### config.mk
export PLATFORM = sky130hd
export DESIGN_NAME = min_scan_accum
export DESIGN_NICKNAME = d
export VERILOG_FILES = /design/src/rtl/min_scan_accum_pkg.sv /design/src/rtl/min_select.sv /design/src/rtl/min_scan_accum.sv
export SDC_FILE = /design/constraint.sdc
export NUM_CORES = 1
export LEC_CHECK = 0
export ABC_AREA = 1
export CAP_MARGIN = 20
export CORE_AREA = 2 2 76 78
export CTS_CLUSTER_SIZE = 40
export DETAILED_ROUTE_END_ITERATION = 7
export DIE_AREA = 0 0 78 80
export SYNTH_ARGS = -nofsm -noshare
export SYNTH_HDL_FRONTEND = slang
export SYNTH_SLANG_ARGS = --single-unit
### constraint.sdc
create_clock -name m_clock -period 8.5 [get_ports m_clock]
set_clock_uncertainty 0.2 [all_clocks]
set_input_delay 1.275 -clock m_clock [delete_from_list [all_inputs] [get_ports m_clock]]
set_output_delay 1.275 -clock m_clock [all_outputs]
set_load 0.01 [all_outputs]
### src/rtl/min_scan_accum_pkg.sv
// Shared definitions for the maze-step datapath: default widths, sentinel
// energy and the running-minimum state encoding.
package min_scan_accum_pkg;

    localparam int EW_DEF = 7;
    localparam int PW_DEF = 7;

    localparam logic [EW_DEF-1:0] ENE_MAX = '1;

    typedef enum logic [1:0] {
        ST_IDLE = 2'd0,
        ST_ACC  = 2'd1,
        ST_HOLD = 2'd2
    } state_e;

endpackage

### src/rtl/min_select.sv
// Two-input energy comparator: passes the first pair through unless enabled
// and the second pair is not larger, so ties go to the second (newer) pair.
module min_select #(
    parameter int EW = 7,
    parameter int PW = 7
) (
    input  logic [EW-1:0] inene1,
    input  logic [PW-1:0] ud_lr1,
    input  logic [EW-1:0] inene2,
    input  logic [PW-1:0] ud_lr2,
    input  logic          exe,
    output logic [EW-1:0] outene,
    output logic [PW-1:0] out_ud_lr
);

    // NOTE: every output gets a default before the conditional, so no latch is inferred.
    always_comb begin
        outene    = inene1;
        out_ud_lr = ud_lr1;
        if (exe && !(inene1 < inene2)) begin
            outene    = inene2;
            out_ud_lr = ud_lr2;
        end
    end

endmodule

### src/rtl/min_scan_accum.sv
// Running-minimum stage: folds a frame of (energy, plot) candidates and
// presents the frame minimum, candidate count and dead-end flag.
module min_scan_accum
    import min_scan_accum_pkg::*;
#(
    parameter  int N_MAX = 4,
    parameter  int EW    = EW_DEF,
    parameter  int PW    = PW_DEF,
    localparam int CW    = $clog2(N_MAX + 1)
) (
    input  logic          m_clock,
    input  logic          p_reset,
    input  logic          in_valid,
    output logic          in_ready,
    input  logic          in_first,
    input  logic          in_last,
    input  logic          in_skip,
    input  logic [EW-1:0] in_ene,
    input  logic [PW-1:0] in_plot,
    output logic          out_valid,
    input  logic          out_ready,
    output logic [EW-1:0] out_ene,
    output logic [PW-1:0] out_plot,
    output logic [CW-1:0] out_count,
    output logic          out_none,
    output logic          out_ovf
);

    localparam int            BW        = $clog2(N_MAX + 2);
    localparam logic [EW-1:0] SENTINEL  = '1;
    localparam logic [CW-1:0] CNT_SAT   = CW'(N_MAX);
    localparam logic [BW-1:0] BEATS_N   = BW'(N_MAX);
    localparam logic [BW-1:0] BEATS_SAT = BW'(N_MAX + 1);

    state_e        state_q, state_d;
    logic [EW-1:0] best_ene_q, best_ene_d;
    logic [PW-1:0] best_plot_q, best_plot_d;
    logic [CW-1:0] cnt_q, cnt_d;
    logic [BW-1:0] beats_q, beats_d;
    logic [EW-1:0] out_ene_q, out_ene_d;
    logic [PW-1:0] out_plot_q, out_plot_d;
    logic [CW-1:0] out_count_q, out_count_d;
    logic          out_none_q, out_none_d;
    logic          out_ovf_q, out_ovf_d;

    logic          xfer, start, fold;
    logic [EW-1:0] base_ene, sel_ene;
    logic [PW-1:0] base_plot, sel_plot;
    logic [CW-1:0] base_cnt;
    logic [BW-1:0] base_beats;

    assign in_ready = !p_reset && (state_q != ST_HOLD);
    assign xfer     = in_valid && in_ready;
    assign fold     = xfer && !in_skip;
    // Any beat accepted in IDLE opens a frame; in ACC only a first-flagged beat restarts.
    assign start    = xfer && ((state_q == ST_IDLE) || in_first);

    assign base_ene   = start ? SENTINEL : best_ene_q;
    assign base_plot  = start ? '0 : best_plot_q;
    assign base_cnt   = start ? '0 : cnt_q;
    assign base_beats = start ? '0 : beats_q;

    min_select #(
        .EW(EW),
        .PW(PW)
    ) u_min_select (
        .inene1    (base_ene),
        .ud_lr1    (base_plot),
        .inene2    (in_ene),
        .ud_lr2    (in_plot),
        .exe       (fold),
        .outene    (sel_ene),
        .out_ud_lr (sel_plot)
    );

    always_comb begin
        state_d     = state_q;
        best_ene_d  = best_ene_q;
        best_plot_d = best_plot_q;
        cnt_d       = cnt_q;
        beats_d     = beats_q;
        out_ene_d   = out_ene_q;
        out_plot_d  = out_plot_q;
        out_count_d = out_count_q;
        out_none_d  = out_none_q;
        out_ovf_d   = out_ovf_q;

        if (xfer) begin
            best_ene_d  = sel_ene;
            best_plot_d = sel_plot;
            cnt_d       = (fold && (base_cnt != CNT_SAT)) ? base_cnt + CW'(1) : base_cnt;
            beats_d     = (base_beats != BEATS_SAT) ? base_beats + BW'(1) : base_beats;
            if (in_last) begin
                state_d     = ST_HOLD;
                out_ene_d   = sel_ene;
                out_plot_d  = sel_plot;
                out_count_d = cnt_d;
                out_none_d  = (cnt_d == '0);
                out_ovf_d   = (beats_d > BEATS_N);
            end else begin
                state_d = ST_ACC;
            end
        end

        if ((state_q == ST_HOLD) && out_ready) begin
            state_d = ST_IDLE;
        end
    end

    // NOTE: sequential state uses non-blocking assignments so every flop samples pre-edge values.
    always_ff @(posedge m_clock) begin
        if (p_reset) begin
            state_q     <= ST_IDLE;
            best_ene_q  <= SENTINEL;
            best_plot_q <= '0;
            cnt_q       <= '0;
            beats_q     <= '0;
            out_ene_q   <= SENTINEL;
            out_plot_q  <= '0;
            out_count_q <= '0;
            out_none_q  <= 1'b0;
            out_ovf_q   <= 1'b0;
        end else begin
            state_q     <= state_d;
            best_ene_q  <= best_ene_d;
            best_plot_q <= best_plot_d;
            cnt_q       <= cnt_d;
            beats_q     <= beats_d;
            out_ene_q   <= out_ene_d;
            out_plot_q  <= out_plot_d;
            out_count_q <= out_count_d;
            out_none_q  <= out_none_d;
            out_ovf_q   <= out_ovf_d;
        end
    end

    assign out_valid = (state_q == ST_HOLD);
    assign out_ene   = out_ene_q;
    assign out_plot  = out_plot_q;
    assign out_count = out_count_q;
    assign out_none  = out_none_q;
    assign out_ovf   = out_ovf_q;

endmodule

Yosys cells after proc, flatten, opt, wreduce, memory -nomap -nowiden

Cells that the tools add are included.

Register bits: 41
Bits of input ports: 21
Output and inout bits: 21
Word-level logic and storage cells: 42

Add/subtract/negate cells: 2
Order comparisons: 2
Eq/ne operators: 4
Muxes and demuxes: 9
Reductions and logical operators: 15

Operators with widths:

| operator                                     | count |
|---|---|
| 2-to-1 mux 7 bit                             | 4 |
| 2-to-1 mux 3 bit                             | 4 |
| logical AND 1 bit                            | 7 |
| less-than comparator 7 bit                   | 1 |
| adder 3 x 1 -> 3 bit, second input constant  | 2 |
| inequality test 3 bit, second input constant | 2 |
| > comparator 3 bit, second input constant    | 1 |
| logical NOT 1 bit                            | 3 |
| logical NOT 3 bit                            | 1 |
| == test 2 bit, second input constant         | 1 |
| logical NOT 2 bit                            | 1 |
| 2-to-1 mux 2 bit                             | 1 |
| inequality test 2 bit, second input constant | 1 |
| AND reduction 2 bit                          | 1 |
| OR reduction 2 bit                           | 1 |
| logical OR 1 bit                             | 1 |

Depth between registers and ports, before layout

Gate-level depths: netlist (run 1).

Depth after elaboration: 9
Gate-level depth with buffers: 20
Mapped depth without buffers: 18

By module

A second synthesis (run 1) with hierarchy kept.

Cells, all modules: 295
Area, all modules: 2,145.8 um^2

Modules (own cells, without submodules):

| module         | times used | cells an instance | area each (um^2) | seq. area each (um^2) |
|---|---|---|---|---|
| min_scan_accum | 1          | 217               | 1,749.2          | 820.8 |
| min_select     | 1          | 78                | 396.6            | 0.0 |

Worst setup path after synthesis (run 1)

No wires, ideal clock.

Path type: in2reg
From: in in_first
To: reg out_ene_q[1] (netlist: out_ene[1])
Setup time: 0.115 ns
Data arrival time: 3.281 ns
Required time: 8.185 ns
Slack: 4.905 ns
Stages on the path: 16
Buffers on the path: 2
Cell sequence: o21bai_1 -> nand3_4 -> inv_2 -> buf_2 -> nor2_1 -> inv_1 -> ha_1 -> a21oi_1 -> nor2_1 -> a211oi_1 -> nand2_4 -> nand2_4 -> buf_6 -> nand2_2 -> nand3_1 -> nand2_1

Longest elaborated chain between the ends: 7

Ends and longest elaborated chain:

| element                    | RTL line              | source |
|---|---|---|
| start, declared            | min_scan_accum.sv:15  | `input logic in_first,` |
| logical OR 1 bit *         | min_scan_accum.sv:56  | `assign start = xfer && ((state_q == ST_IDLE) \|\| in_first);` |
| logical AND 1 bit *        | min_scan_accum.sv:56  |  |
| 2-to-1 mux 7 bit *         | min_scan_accum.sv:58  | `assign base_ene = start ? SENTINEL : best_ene_q;` |
| less-than comparator 7 bit | min_select.sv:20      | `if (exe && !(inene1 < inene2)) begin` |
| logical NOT 1 bit          | min_select.sv:20      |  |
| logical AND 1 bit          | min_select.sv:20      |  |
| 2-to-1 mux 7 bit *         | min_select.sv:20      |  |
| end signal, assigned       | min_scan_accum.sv:129 | `out_ene_q <= out_ene_d;` |
| end, declared              | min_scan_accum.sv:40  | `logic [EW-1:0] out_ene_q, out_ene_d;` |

Mark *: on every way between the ends. The rest lies on a longest branch, timed or not.
A chain may end at the register's enable or synchronous reset.

Worst setup path after layout (run 1)

From: in p_reset
To: reg out_plot_q[1] (netlist: out_plot[1])

Longest elaborated chain between the ends: 9
Elaborated cells between the ends (all ways): 12
Those cells by class: 1 x order compare; 3 x mux; 8 x reduce/logical

Ends and longest elaborated chain:

| element                    | RTL line              | source |
|---|---|---|
| start, declared            | min_scan_accum.sv:12  | `input logic p_reset,` |
| logical NOT 1 bit          | min_scan_accum.sv:52  | `assign in_ready = !p_reset && (state_q != ST_HOLD);` |
| logical AND 1 bit          | min_scan_accum.sv:52  |  |
| logical AND 1 bit          | min_scan_accum.sv:53  | `assign xfer = in_valid && in_ready;` |
| logical AND 1 bit          | min_scan_accum.sv:56  |  |
| 2-to-1 mux 7 bit           | min_scan_accum.sv:58  |  |
| less-than comparator 7 bit | min_select.sv:20      |  |
| logical NOT 1 bit          | min_select.sv:20      |  |
| logical AND 1 bit          | min_select.sv:20      |  |
| 2-to-1 mux 7 bit           | min_select.sv:20      |  |
| end signal, assigned       | min_scan_accum.sv:130 | `out_plot_q <= out_plot_d;` |
| end, declared              | min_scan_accum.sv:41  | `logic [PW-1:0] out_plot_q, out_plot_d;` |

Several ways; a longest one is shown, not always the timed one.

==> impl_summary.md, run 1 <==
Outcome
The run finished with clean final reports.

Power and ir drop
The overall power after layout is approximately 440 µW. The areal power density over the cells is 164.0 nW/µm². The reported leakage power is 1.172 nW. The worst ir drop on vdd is 0.0001154 V.

Logic synthesis
The cell count after synthesis came out at 280. The mean cell area of the mapped netlist is 7.552 µm². The cell taking the most area after synthesis is sky130_fd_sc_hd__dfxtp_1. Counting every net in the synthesized netlist gives 311. Counting instances in the post-synthesis netlist gives the leading cell types as sky130_fd_sc_hd__nand2_1, sky130_fd_sc_hd__inv_1, sky130_fd_sc_hd__dfxtp_1. The summed instance area of the synthesized netlist is 2115 µm².

Counting flops with a built-in enable in the synthesized netlist gives 0. In this run, synthesis produced a sequential element count of 41. The top cell type's share of synthesized area is 0.3882. The share of async-settable or async-resettable flops after synthesis is 0. For this run, the register share of the synthesized area comes to 0.3882.

The count of synthesis-stage warnings from yosys is 0. The number of different library cells used by synthesis comes to 29. Ranked by total cell area, the synthesized netlist is headed by sky130_fd_sc_hd__dfxtp_1, sky130_fd_sc_hd__nand2_1, sky130_fd_sc_hd__inv_1. The most repeated cell in the gate-level netlist after synthesis is sky130_fd_sc_hd__nand2_1.

Among all flip-flop cells after synthesis, the most frequent one is sky130_fd_sc_hd__dfxtp_1.

Clock tree
At the later pin of the worst-skew pair, clock insertion delay measures between 200 and 300 ps. The H-tree was split into 2 levels. The CTS tree is done.

The root buffer cell chosen for the clock tree is sky130_fd_sc_hd__clkbuf_8. Counting along the longest clock path gives a buffer depth of 2. The number of clock buffers added by TritonCTS is 5. For this design, the CTS-stage hold fixing added 0 buffers. The number of sinks driven by the clock tree is 41.

The clock-pin slew reported for the worst setup and hold paths after clock tree synthesis is 80 ps. The number of gates resized after CTS was 0. After clock tree synthesis, the setup repair step added 0 buffers.

Timing
The sum of negative setup slack is 0 ps. The final number of hold-violating endpoints is 0. For the pin with the worst max-slew slack, the measured transition is roughly 960 ps. The fmax is 0.2141 GHz. Setup violations remaining at the end of the flow were counted as 0.

Setup repair after global routing left no endpoint under its margin. Counting I/O delays and the setup requirement, the final critical path takes roughly 4700 ps. The worst pin sits at a relative slew slack of 0.3587.

The post-route worst setup slack is 3829 ps. The final worst-path cycle share is 0.5495. The number of pins with negative max-slew slack in the final report is 0.

Cells and area
After the last flow step, the layout net total stands at 348. The area added between synthesis and finish is 25.98%. Of the cells placed in the final design, the portion with a size suffix greater than 1 is 0.1101. The final instance area is 2664 µm². The fill cell instance count of the final layout is 570. The number of antenna diodes in the final layout is 0.

After the flow finishes, the layout carries non-filler instances totaling 390.

Placed design
The final weighted congestion in routability-driven placement is between 0.7 and 0.8. The number of cells after detailed placement is approximately 380. Before CTS, the worst setup slack after placement is 3498 ps.

The total half-perimeter wirelength after legalization and detailed placement is approximately 3 mm. The port buffer count is 41. Summing all placed instances gives a cell area of 2547 µm².

Floorplanning
The height of the die is 80 µm. In this run the horizontal extent of the chip is 78 µm. Pin placement for this block handled 42 I/O pins.

For this configuration, the core starts out at a cell density of 0.3912. The standard-cell row count is 27. The core region is around 5400 µm². The floorplan die area is 6240 µm².

Routing
After detailed routing, the met3 layer carries 174 µm of wire. The initial DRC count is 61. The routed metal-1 wire length is 2.294 mm.

The highest routing layer actually used is met4. The number of iterations in the first detailed-routing pass is 5. The routed length per placed instance is between 10 and 15 µm.

The routed layout has 1,805 vias. In this run the remaining antenna-violating nets after routing total 0. Wire segments on met2 add up to 1.985 mm in the final route. Using the TritonRoute via totals, the vias-per-cell ratio works out to 4.628. The total DRC errors in the routed layout is 0. The sum of routed wire length over all layers is 4.513 mm.

Critical path
The startpoint kind of the worst setup timing path is an input port. By startpoint and endpoint, the worst setup path is classified as input port to flop. The data required time of the critical path is roughly 8500 ps. In this run the worst path has a maximum fanout of 22. The arrival time at the worst endpoint is 4710 ps.

The worst setup path is captured at a flop.

Global routing
The maximum number of pins on one net before global-route repair is 31. After global routing the overflow that remains totals 0. The total global routing track utilization is 0.1598. The number of global-route vias before repair is 1,759. The number of antenna violations at the first check in global routing was 0. The first global-routing pass estimated 7.914 mm of wire.

Hold path
In this run the worst hold path is classified as flop to flop.

Flow run
The count of max-cap constraint violations is 0.
area by class of cell:
cell class | instances | area [µm²] | share of cell area
clock buffer | 7 | 86.33 | 0.03241
clock inverter | 1 | 30.03 | 0.01127
inverter | 48 | 180.2 | 0.06764
multi-input combinational | 180 | 1046 | 0.3927
sequential | 41 | 820.8 | 0.3081
tap | 72 | 90.09 | 0.03382
timing repair buffer | 41 | 410.4 | 0.1541
path summary, 6_finish.rpt:
kind / slack (ps) / end / depth (start not counted) / start
worst min register to register: 280 / out_ene[2] / 2 / out_ene[2]
worst min-delay path: 280 / out_ene[2] / 2 / out_ene[2]
worst max-delay path: 3830 / out_plot[1] / 16 / p_reset
worst max register to register: 5490 / out_plot[1] / 15 / state_q[1]
placed cells by master (no fill, tap or decap), types with 3 or more instances in the layout:
cell type	count
sky130_fd_sc_hd__nand2_1	52
sky130_fd_sc_hd__inv_1	45
sky130_fd_sc_hd__dfxtp_1	41
sky130_fd_sc_hd__clkdlybuf4s50_1	41
sky130_fd_sc_hd__nand3_1	26
sky130_fd_sc_hd__nor2_1	24
sky130_fd_sc_hd__a21oi_1	20
sky130_fd_sc_hd__nand2_2	10
sky130_fd_sc_hd__ha_1	10
sky130_fd_sc_hd__o21a_1	7
sky130_fd_sc_hd__nand2_4	6
sky130_fd_sc_hd__clkbuf_8	6
sky130_fd_sc_hd__nand3_2	4
sky130_fd_sc_hd__o21ai_0	4
sky130_fd_sc_hd__inv_2	3
sky130_fd_sc_hd__a211oi_1	3
sky130_fd_sc_hd__o211ai_1	3
critical path: stages:
cell and delay [ps]:
sky130_fd_sc_hd__clkdlybuf4s50_1 890, sky130_fd_sc_hd__a21oi_4 410, sky130_fd_sc_hd__nand3_4 160, sky130_fd_sc_hd__inv_2 280, sky130_fd_sc_hd__nor2_1 110, sky130_fd_sc_hd__inv_1 70
sky130_fd_sc_hd__ha_1 230, sky130_fd_sc_hd__a21oi_1 120, sky130_fd_sc_hd__nor2_1 50, sky130_fd_sc_hd__a211oi_1 310, sky130_fd_sc_hd__nand2_4 210, sky130_fd_sc_hd__nand2_4 270
sky130_fd_sc_hd__nand2_1 130, sky130_fd_sc_hd__nand3_1 90, sky130_fd_sc_hd__nand2_1 50, sky130_fd_sc_hd__inv_1 50
routing by layer:
| metal | vias to the layer above | track usage |
|---|---|---|
| li1 | 957 | - |
| met1 | 805 | 0.2093 |
| met2 | 35 | 0.2664 |
| met3 | 8 | 0.03167 |
| met4 | 0 | 0.04737 |
| met5 | - | 0 |
flip-flops by register name (all words and copies together), names as in the netlist:
| signal | cells |
|---|---|
| out_none | 1 |
| best_plot_q | 7 |
| out_plot | 7 |
| out_ene | 7 |
| cnt_q | 3 |
| out_ovf | 1 |
| best_ene_q | 7 |
| beats_q | 3 |
| state_q | 2 |
| out_count | 3 |
kinds of logic after synthesis:
group	count (synthesis)	synth area share
AOI/OAI and AO/OA	42	0.1266
and+or+nand+nor	127	0.3047
DFF	41	0.3882
buffers and inverters	59	0.1172
xor gates and xnor gates	1	0.004143
adders and majority gates	10	0.05917
where the power goes:
group / total, mW / leakage [nW] / switching (mW) / internal, mW
sequential: 0.205 / 0.335 / 0.00398 / 0.201
combinational: 0.0698 / 0.779 / 0.0380 / 0.0318
clock: 0.163 / 0.0585 / 0.0668 / 0.0958
stage by stage:
stage | hold slack, ps | utilization
after CTS | 281.1 | 0.4928
after detailed placement | 256.9 | 0.4713
final | 276.2 | 0.4928
after floorplan | 271.4 | -
after global placement | 250.4 | 0.4713
after global routing | 290.3 | 0.4928
(Power assumes the default switching activity.)
==> inputs of run 2 (changes only) <==
==> constraint.sdc (replaced) <==
create_clock -name m_clock -period 4.39 [get_ports m_clock]
set_clock_uncertainty 0.2 [all_clocks]
set_input_delay 0.6585 -clock m_clock [delete_from_list [all_inputs] [get_ports m_clock]]
set_output_delay 0.6585 -clock m_clock [all_outputs]
set_load 0.01 [all_outputs]
==> run 2 against run 1 <==
  * Via count rose by 0.94%
  * Register-to-register slack got worse by 4100 ps
  * Largest cell class unchanged
  * Critical path type unchanged
  * Die area unchanged
  * Non-clock buffer count increased by 1
  * Power increased by 79%
  * Clock-buffer cell count unchanged
  * Critical path depth unchanged
==> impl_summary.md, run 2 (synthesized netlist as in run 1, its figures left out) <==
Global routing
The number of global-route vias before repair is 1,729 (was 1,759). The total global routing track utilization is 0.1593 (was 0.1598). The number of antenna violations at the first check in global routing is 0 (unchanged). The total overflow reported by the global router is 0 (unchanged).

The wire length of the first global-routing pass is 7.845 mm (was 7.914 mm). The maximum number of pins on one net before global-route repair was 31 (unchanged).

Cells and area
Most frequent cells in the layout: sky130_fd_sc_hd__nand2_1, sky130_fd_sc_hd__inv_1, sky130_fd_sc_hd__dfxtp_1, sky130_fd_sc_hd__clkdlybuf4s50_1, sky130_fd_sc_hd__nand3_1 (unchanged). The storage element area is 820.8 µm² (unchanged). The final cell count without fillers was 390 (unchanged).

The multi-input gate area in the final layout was 1046 µm² (unchanged). The most common cell after layout, fill and taps aside is sky130_fd_sc_hd__nand2_1 (unchanged). The layout cell share with drive strength beyond 1 is 0.1101 (unchanged).

The number of diodes added for antenna fixing came to 0 (unchanged). The area added between synthesis and finish came to 24.91% (was 25.98%). The net total in the final layout is 349 (was 348). The fill cell instance count of the final layout was 551 (was 570).

Routing
The routed length per placed instance was 11.83 µm (was 11.57 µm). The total DRC errors in the routed layout is 0 (unchanged). The number of iterations in the first detailed-routing pass is 4 (was 5). The detailed-route via count is 1,822 (was 1,805). The sum of routed wire length over all layers was 4.612 mm (was 4.513 mm). The number of vias per cell after detailed routing came to 4.672 (was 4.628). The initial DRC count came to 72 (was 61).

The number of routed nets with antenna violations came to 0 (unchanged).

Hold path
The instance count along the most critical hold path was 2 (unchanged). The worst min-delay path category is flop to flop (unchanged).

Floorplanning
The I/O pin total was 42 (unchanged). The starting density of the core is 0.3912 (unchanged). The height of the die is 80 µm (unchanged). The width of the die is 78 µm (unchanged). The floorplan die area was 6240 µm² (unchanged). The placeable core area is 5405 µm² (unchanged).

The standard-cell row count is 27 (unchanged).

Power and ir drop
The internal power component came to 575.6 µW (was 328.3 µW). The reported leakage power is 1.163 nW (was 1.172 nW). The power spent charging and discharging nets is 207.6 µW (was 108.7 µW). The worst ir drop on vdd is 0.0001463 V (was 0.0001154 V).

The portion of total power attributed to combinational logic was 0.174 (was 0.160). The portion of total power attributed to sequential cells is 0.506 (was 0.468). The switching share of total power is 0.2650 (was 0.2488). The areal power density over the cells is 296.5 nW/µm² (was 164.0 nW/µm²). The relative contribution of the clock network to total power is 0.320 (was 0.372).

Clock tree
The number of sinks driven by the clock tree is 41 (unchanged). The number of buffers between clock root and the deepest sink is 2 (unchanged). The later-pin clock latency in the skew report is 290 ps (about the same).

The CTS tree is done (unchanged). The H-tree depth is 2 (unchanged). The hold buffer count at CTS is 0 (unchanged). The total setup buffers inserted after CTS is 0 (unchanged). The total CTS buffers is 5 (unchanged). The buffer cell driving the clock tree root is sky130_fd_sc_hd__clkbuf_8 (unchanged).

The total of cells resized after clock tree synthesis is 0 (unchanged). The clock-pin slew reported for the worst setup and hold paths after clock tree synthesis is 80 ps (about the same).

Timing
Based on the critical path, the design can be clocked at up to between 0.2 and 0.3 GHz. The number of pins with negative max-slew slack in the final report was 0 (unchanged). The final hold slack is 269.5 ps (was 276.2 ps). The sum of negative setup slack is 0 ps (unchanged). The transition at the pin with the smallest max-transition slack is 718.1 ps (was 958.9 ps).

The routed design could run at a clock period as short as approximately 3400 ps. The final number of hold-violating endpoints was 0 (unchanged). In the finished design, the share of the clock period the worst path needs comes to 0.7644. The number of failing setup endpoints in the final timing report was 0 (unchanged). Unrepaired setup endpoints after global routing: no (unchanged). The worst slew margin relative to its limit is 0.5208 (was 0.3587).

Placed design
The port buffer count is 41 (unchanged). The total half-perimeter wirelength after legalization and detailed placement is 3.131 mm (was 3.048 mm). The number of cells after detailed placement came to 383 (was 382).

The final weighted congestion in routability-driven placement was 0.7533 (was 0.7358).

Critical path
The worst setup path category is input port to flop (unchanged). The data required time of the critical path was 4430 ps (was 8540 ps). The top fanout value on the critical path is 17 (was 22). The arrival time at the worst endpoint is 3390 ps (was 4710 ps). The number of cells traversed by the worst register-to-register path was 15 (unchanged). The element type at the critical path end was a flop (unchanged). The startpoint kind of the worst setup timing path is an input port (unchanged).

Outcome
Outcome: completed (unchanged).

Flow run
The count of max-cap constraint violations is 0 (unchanged).
==> run 2: cell count changes in the layout (fill, tap and decap cells not counted), sizes merged <==
cell and delta:
buf +1, bufinv -1
==> run 2: critical path, cell delays in order <==
cell and delay (ps):
sky130_fd_sc_hd__clkdlybuf4s50_1 460, sky130_fd_sc_hd__a21oi_4 190, sky130_fd_sc_hd__nand3_4 140, sky130_fd_sc_hd__inv_2 260, sky130_fd_sc_hd__nor2_1 110, sky130_fd_sc_hd__inv_1 70, sky130_fd_sc_hd__ha_1 230, sky130_fd_sc_hd__a21oi_1 130
sky130_fd_sc_hd__nor2_1 60, sky130_fd_sc_hd__a211oi_1 310, sky130_fd_sc_hd__nand2_4 210, sky130_fd_sc_hd__nand2_4 270, sky130_fd_sc_hd__nand2_1 110, sky130_fd_sc_hd__nand3_1 90, sky130_fd_sc_hd__nand2_1 60, sky130_fd_sc_hd__inv_1 40
==> run 2: layout make-up <==
cell class | instances | area share
repair buffers | 42 | 0.1582
inverters | 48 | 0.06821
multi-input cells | 180 | 0.3960
well taps | 72 | 0.03411
clock buffers | 7 | 0.03269
flip-flops and latches | 41 | 0.3108
==> run 2: stage by stage <==
step	cell area, µm²	util	total power [mW]	setup WS, ps
after floorplan	2115	-	0.4886	1411
after global placement	2555	0.4727	0.5414	782.4
after detailed placement	2555	0.4727	0.5424	701.1
after CTS	2641	0.4887	0.7941	1007
after global routing	2641	0.4887	0.8251	692.6
final	2641	0.4887	0.7831	1034
==> run 2: path summary, 6_finish.rpt <==
kind / start / to / slack [ps]
setup / recovery: p_reset / out_plot[2] / 1030
hold / removal: out_ene[5] / out_ene[5] / 270
setup reg to reg: state_q[1] / out_plot[2] / 1430
hold reg to reg: out_ene[5] / out_ene[5] / 270
==> run 2: per-layer routing <==
metal	global-route usage	part of all wire
met1	0.2032	0.49
met5	0	0
met4	0.04211	0.010
met2	0.2724	0.46
met3	0.03507	0.042
==> run 2: power by group through the flow <==
| stage | combinational (mW) | sequential [mW] | clock (mW) |
|---|---|---|---|
| floorplan | 0.0801 | 0.409 | 0 |
| global placement | 0.136 | 0.405 | 0 |
| detailed placement | 0.137 | 0.405 | 0 |
| CTS | 0.138 | 0.396 | 0.260 |
| global route | 0.152 | 0.398 | 0.275 |
| finish | 0.136 | 0.396 | 0.251 |
==> inputs of run 3 (changes only) <==
==> constraint.sdc (replaced) <==
create_clock -name m_clock -period 3.1 [get_ports m_clock]
set_clock_uncertainty 0.2 [all_clocks]
set_input_delay 0.465 -clock m_clock [delete_from_list [all_inputs] [get_ports m_clock]]
set_output_delay 0.465 -clock m_clock [all_outputs]
set_load 0.01 [all_outputs]
==> run 3 against run 2 <==
  * Design area is 4.0% higher
  * Clock-buffer cell count fell by 1
  * Power increased by 56%
  * Global-route usage up 0.62 points
  * Register-to-register slack worse by 980 ps
  * Critical path type unchanged
  * Largest cell class unchanged
  * Highest routed layer unchanged
==> impl_summary.md, run 3 (synthesized netlist as in run 1, its figures left out) <==
Outcome
Outcome: completed (unchanged).

Critical path
The element type at the critical path end is a flop (unchanged). The worst reg-to-reg setup slack is 450 ps (was 1430 ps). The largest stage delay on the critical path is 410 ps (was 460 ps).

Critical path cell sequence: clkdlybuf4s50_1 > o21bai_1 > nand3_4 > inv_2 > nor2_1 > inv_1 > ha_1 > a21oi_1 > nor2_1 > a211oi_1 > nand2_4 > nand2_4 > nand2_1 > nand3_1 > nand2_1 > inv_1 (was clkdlybuf4s50_1 > a21oi_4 > nand3_4 > inv_2 > nor2_1 > inv_1 > ha_1 > a21oi_1 > nor2_1 > a211oi_1 > nand2_4 > nand2_4 > nand2_1 > nand3_1 > nand2_1 > inv_1). The cell family contributing the most delay on the critical path is simple AND/OR/NAND/NOR gates (unchanged). The number of cells traversed by the worst register-to-register path is 15 (unchanged).

The critical path buffer and inverter count is 4 (unchanged). The endpoint of the most critical register-to-register path is out_plot[0] (was out_plot[2]). The origin of the critical flop-to-flop path is state_q[1] (unchanged). The arrival time at the worst endpoint came to 2890 ps (was 3390 ps). The startpoint kind of the worst setup timing path is an input port (unchanged).

The worst setup path category is input port to flop (unchanged). The critical path's slowest cell is sky130_fd_sc_hd__clkdlybuf4s50_1 (unchanged). The top fanout value on the critical path is 14 (was 17). The data required time of the critical path is 3150 ps (was 4430 ps).

Placed design
The port buffer count came to 41 (unchanged). The number of cells after detailed placement came to 391 (was 383). The placed standard-cell area is 2628 µm² (was 2555 µm²). The total half-perimeter wirelength after legalization and detailed placement is 3.319 mm (was 3.131 mm). The final weighted congestion in routability-driven placement is 0.8156 (was 0.7533).

Routing
The number of vias per cell after detailed routing is 4.609 (was 4.672). The sum of routed wire length over all layers was 4.600 mm (was 4.612 mm). The initial DRC count is 41 (was 72). The total DRC errors in the routed layout is 0 (unchanged).

The number of routed nets with antenna violations is 0 (unchanged). The detailed-route via count is 1,839 (was 1,822). The number of iterations in the first detailed-routing pass was 4 (unchanged). The routed length per placed instance is 11.53 µm (was 11.83 µm).

Global routing
The total global routing track utilization came to 0.1655 (was 0.1593). The total overflow reported by the global router came to 0 (unchanged). The number of antenna violations at the first check in global routing came to 0 (unchanged). The number of global-route vias before repair was 1,825 (was 1,729).

The maximum number of pins on one net before global-route repair is 22 (was 31). The wire length of the first global-routing pass is 8.142 mm (was 7.845 mm).

Clock tree
The clock-pin slew reported for the worst setup and hold paths after clock tree synthesis is 80 ps (about the same). The later-pin clock latency in the skew report came to 300 ps (was 290 ps). The CTS tree is done (unchanged). The number of sinks driven by the clock tree is 41 (unchanged). The buffer cell driving the clock tree root was sky130_fd_sc_hd__clkbuf_8 (unchanged).

The number of buffers between clock root and the deepest sink is 2 (unchanged). The total of cells resized after clock tree synthesis is 0 (unchanged). The total CTS buffers is 5 (unchanged). The total setup buffers inserted after CTS is 0 (unchanged). The hold buffer count at CTS was 0 (unchanged). The H-tree depth is 2 (unchanged).

Hold path
The worst hold path startpoint is out_ene[4] (was out_ene[5]). The sink of the worst hold path is out_ene[4] (was out_ene[5]). The worst min-delay path category was flop to flop (unchanged). The instance count along the most critical hold path came to 2 (unchanged).

Flow run
The count of max-cap constraint violations is 0 (unchanged).

Floorplanning
The standard-cell row count is 27 (unchanged). The I/O pin total is 42 (unchanged). The width of the die is 78 µm (unchanged). The placeable core area is 5405 µm² (unchanged). The starting density of the core was 0.3912 (unchanged).

The floorplan die area is 6240 µm² (unchanged). The height of the die is 80 µm (unchanged).

Power and ir drop
The worst ir drop on vdd was 0.0002446 V (was 0.0001463 V). The reported leakage power is 1.218 nW (was 1.163 nW). The overall power after layout is 1.222 mW (was 783.1 µW). The areal power density over the cells is 444.8 nW/µm² (was 296.5 nW/µm²).

Timing
Unrepaired setup endpoints after global routing: no (unchanged). The sum of negative setup slack is 0 ps (unchanged). The number of pins with negative max-slew slack in the final report is 0 (unchanged). In the finished design, the share of the clock period the worst path needs comes to 0.9168. The transition at the pin with the smallest max-transition slack was 678.9 ps (was 718.1 ps). The final hold slack is 273.0 ps (was 269.5 ps). The worst slew margin relative to its limit came to 0.5469 (was 0.5208).

The number of failing setup endpoints in the final timing report is 0 (unchanged). The final number of hold-violating endpoints is 0 (unchanged). The fmax is 0.3519 GHz. The final critical delay including setup and external delays is 2842 ps.

Cells and area
The final instance area was 2748 µm² (was 2641 µm²). The most common cell after layout, fill and taps aside is sky130_fd_sc_hd__nand2_1 (unchanged). Most frequent cells in the layout: sky130_fd_sc_hd__nand2_1, sky130_fd_sc_hd__inv_1, sky130_fd_sc_hd__dfxtp_1, sky130_fd_sc_hd__clkdlybuf4s50_1, sky130_fd_sc_hd__nand3_1 (unchanged). The net total in the final layout came to 357 (was 349). The layout cell share with drive strength beyond 1 is 0.1376 (was 0.1101). The number of diodes added for antenna fixing is 0 (unchanged). The area added between synthesis and finish was 29.94% (was 24.91%). The final cell count without fillers is 399 (was 390).
-- run 3: cell types whose count changed in the layout (fill, tap and decap cells not counted), sizes merged --
cell / delta
bufinv: +1
clkbuf: -1
clkinvlp: +1
buf: +8
-- run 3: power breakdown --
group	switching [mW]	leakage [nW]	total, mW	internal [mW]
Sequential	0.0109	0.335	0.561	0.550
Combinational	0.107	0.826	0.203	0.0967
Clock	0.196	0.0574	0.458	0.262
-- run 3: layout make-up --
class | instances | area [µm²]
fillers | 543 | 2658
multi-input cells | 180 | 1046
flip-flops and latches | 41 | 820.8
repair buffers | 50 | 490.5
well taps | 72 | 90.09
inverters | 48 | 180.2
clock buffers | 6 | 82.58
clock inverters | 2 | 37.54
-- run 3: routing by layer --
| metal | vias up | track usage | wire length (µm) |
|---|---|---|---|
| met4 | 0 | 0.05263 | 68 |
| met1 | 825 | 0.2113 | 2266 |
| met5 | - | 0 | 0 |
| li1 | 974 | - | - |
| met2 | 34 | 0.2793 | 2091 |
| met3 | 6 | 0.03507 | 174 |
-- run 3: worst min-delay path: cells and delay by family, from the launching register on --
| family | cells | cell delay, ps |
|---|---|---|
| and+or+nand+nor | 1 | 50 |
| DFF | 1 | 330 |
| AOI/OAI and AO/OA | 1 | 60 |
-- run 3: worst max-delay path by stage --
stage                  endpoint      from  cells past startpoint  slack [ps]
finish              out_plot[0]  in_first                     16         260
global route        out_plot[1]  in_first                     16           7
CTS                 out_plot[1]  in_first                     16         270
detailed placement  out_plot[1]  in_first                     16         -40
global placement    out_plot[1]  in_first                     16          -6
floorplan            out_ene[1]  in_first                     16         310
-- run 3: through the flow --
stage,worst slack [ps],util
5_1_grt,7.090,0.5083
4_1_cts,270.2,0.5083
2_1_floorplan,314.6,-
3_5_place_dp,-42.90,0.4861
3_3_place_gp,-5.664,0.4861
6_report,257.9,0.5083
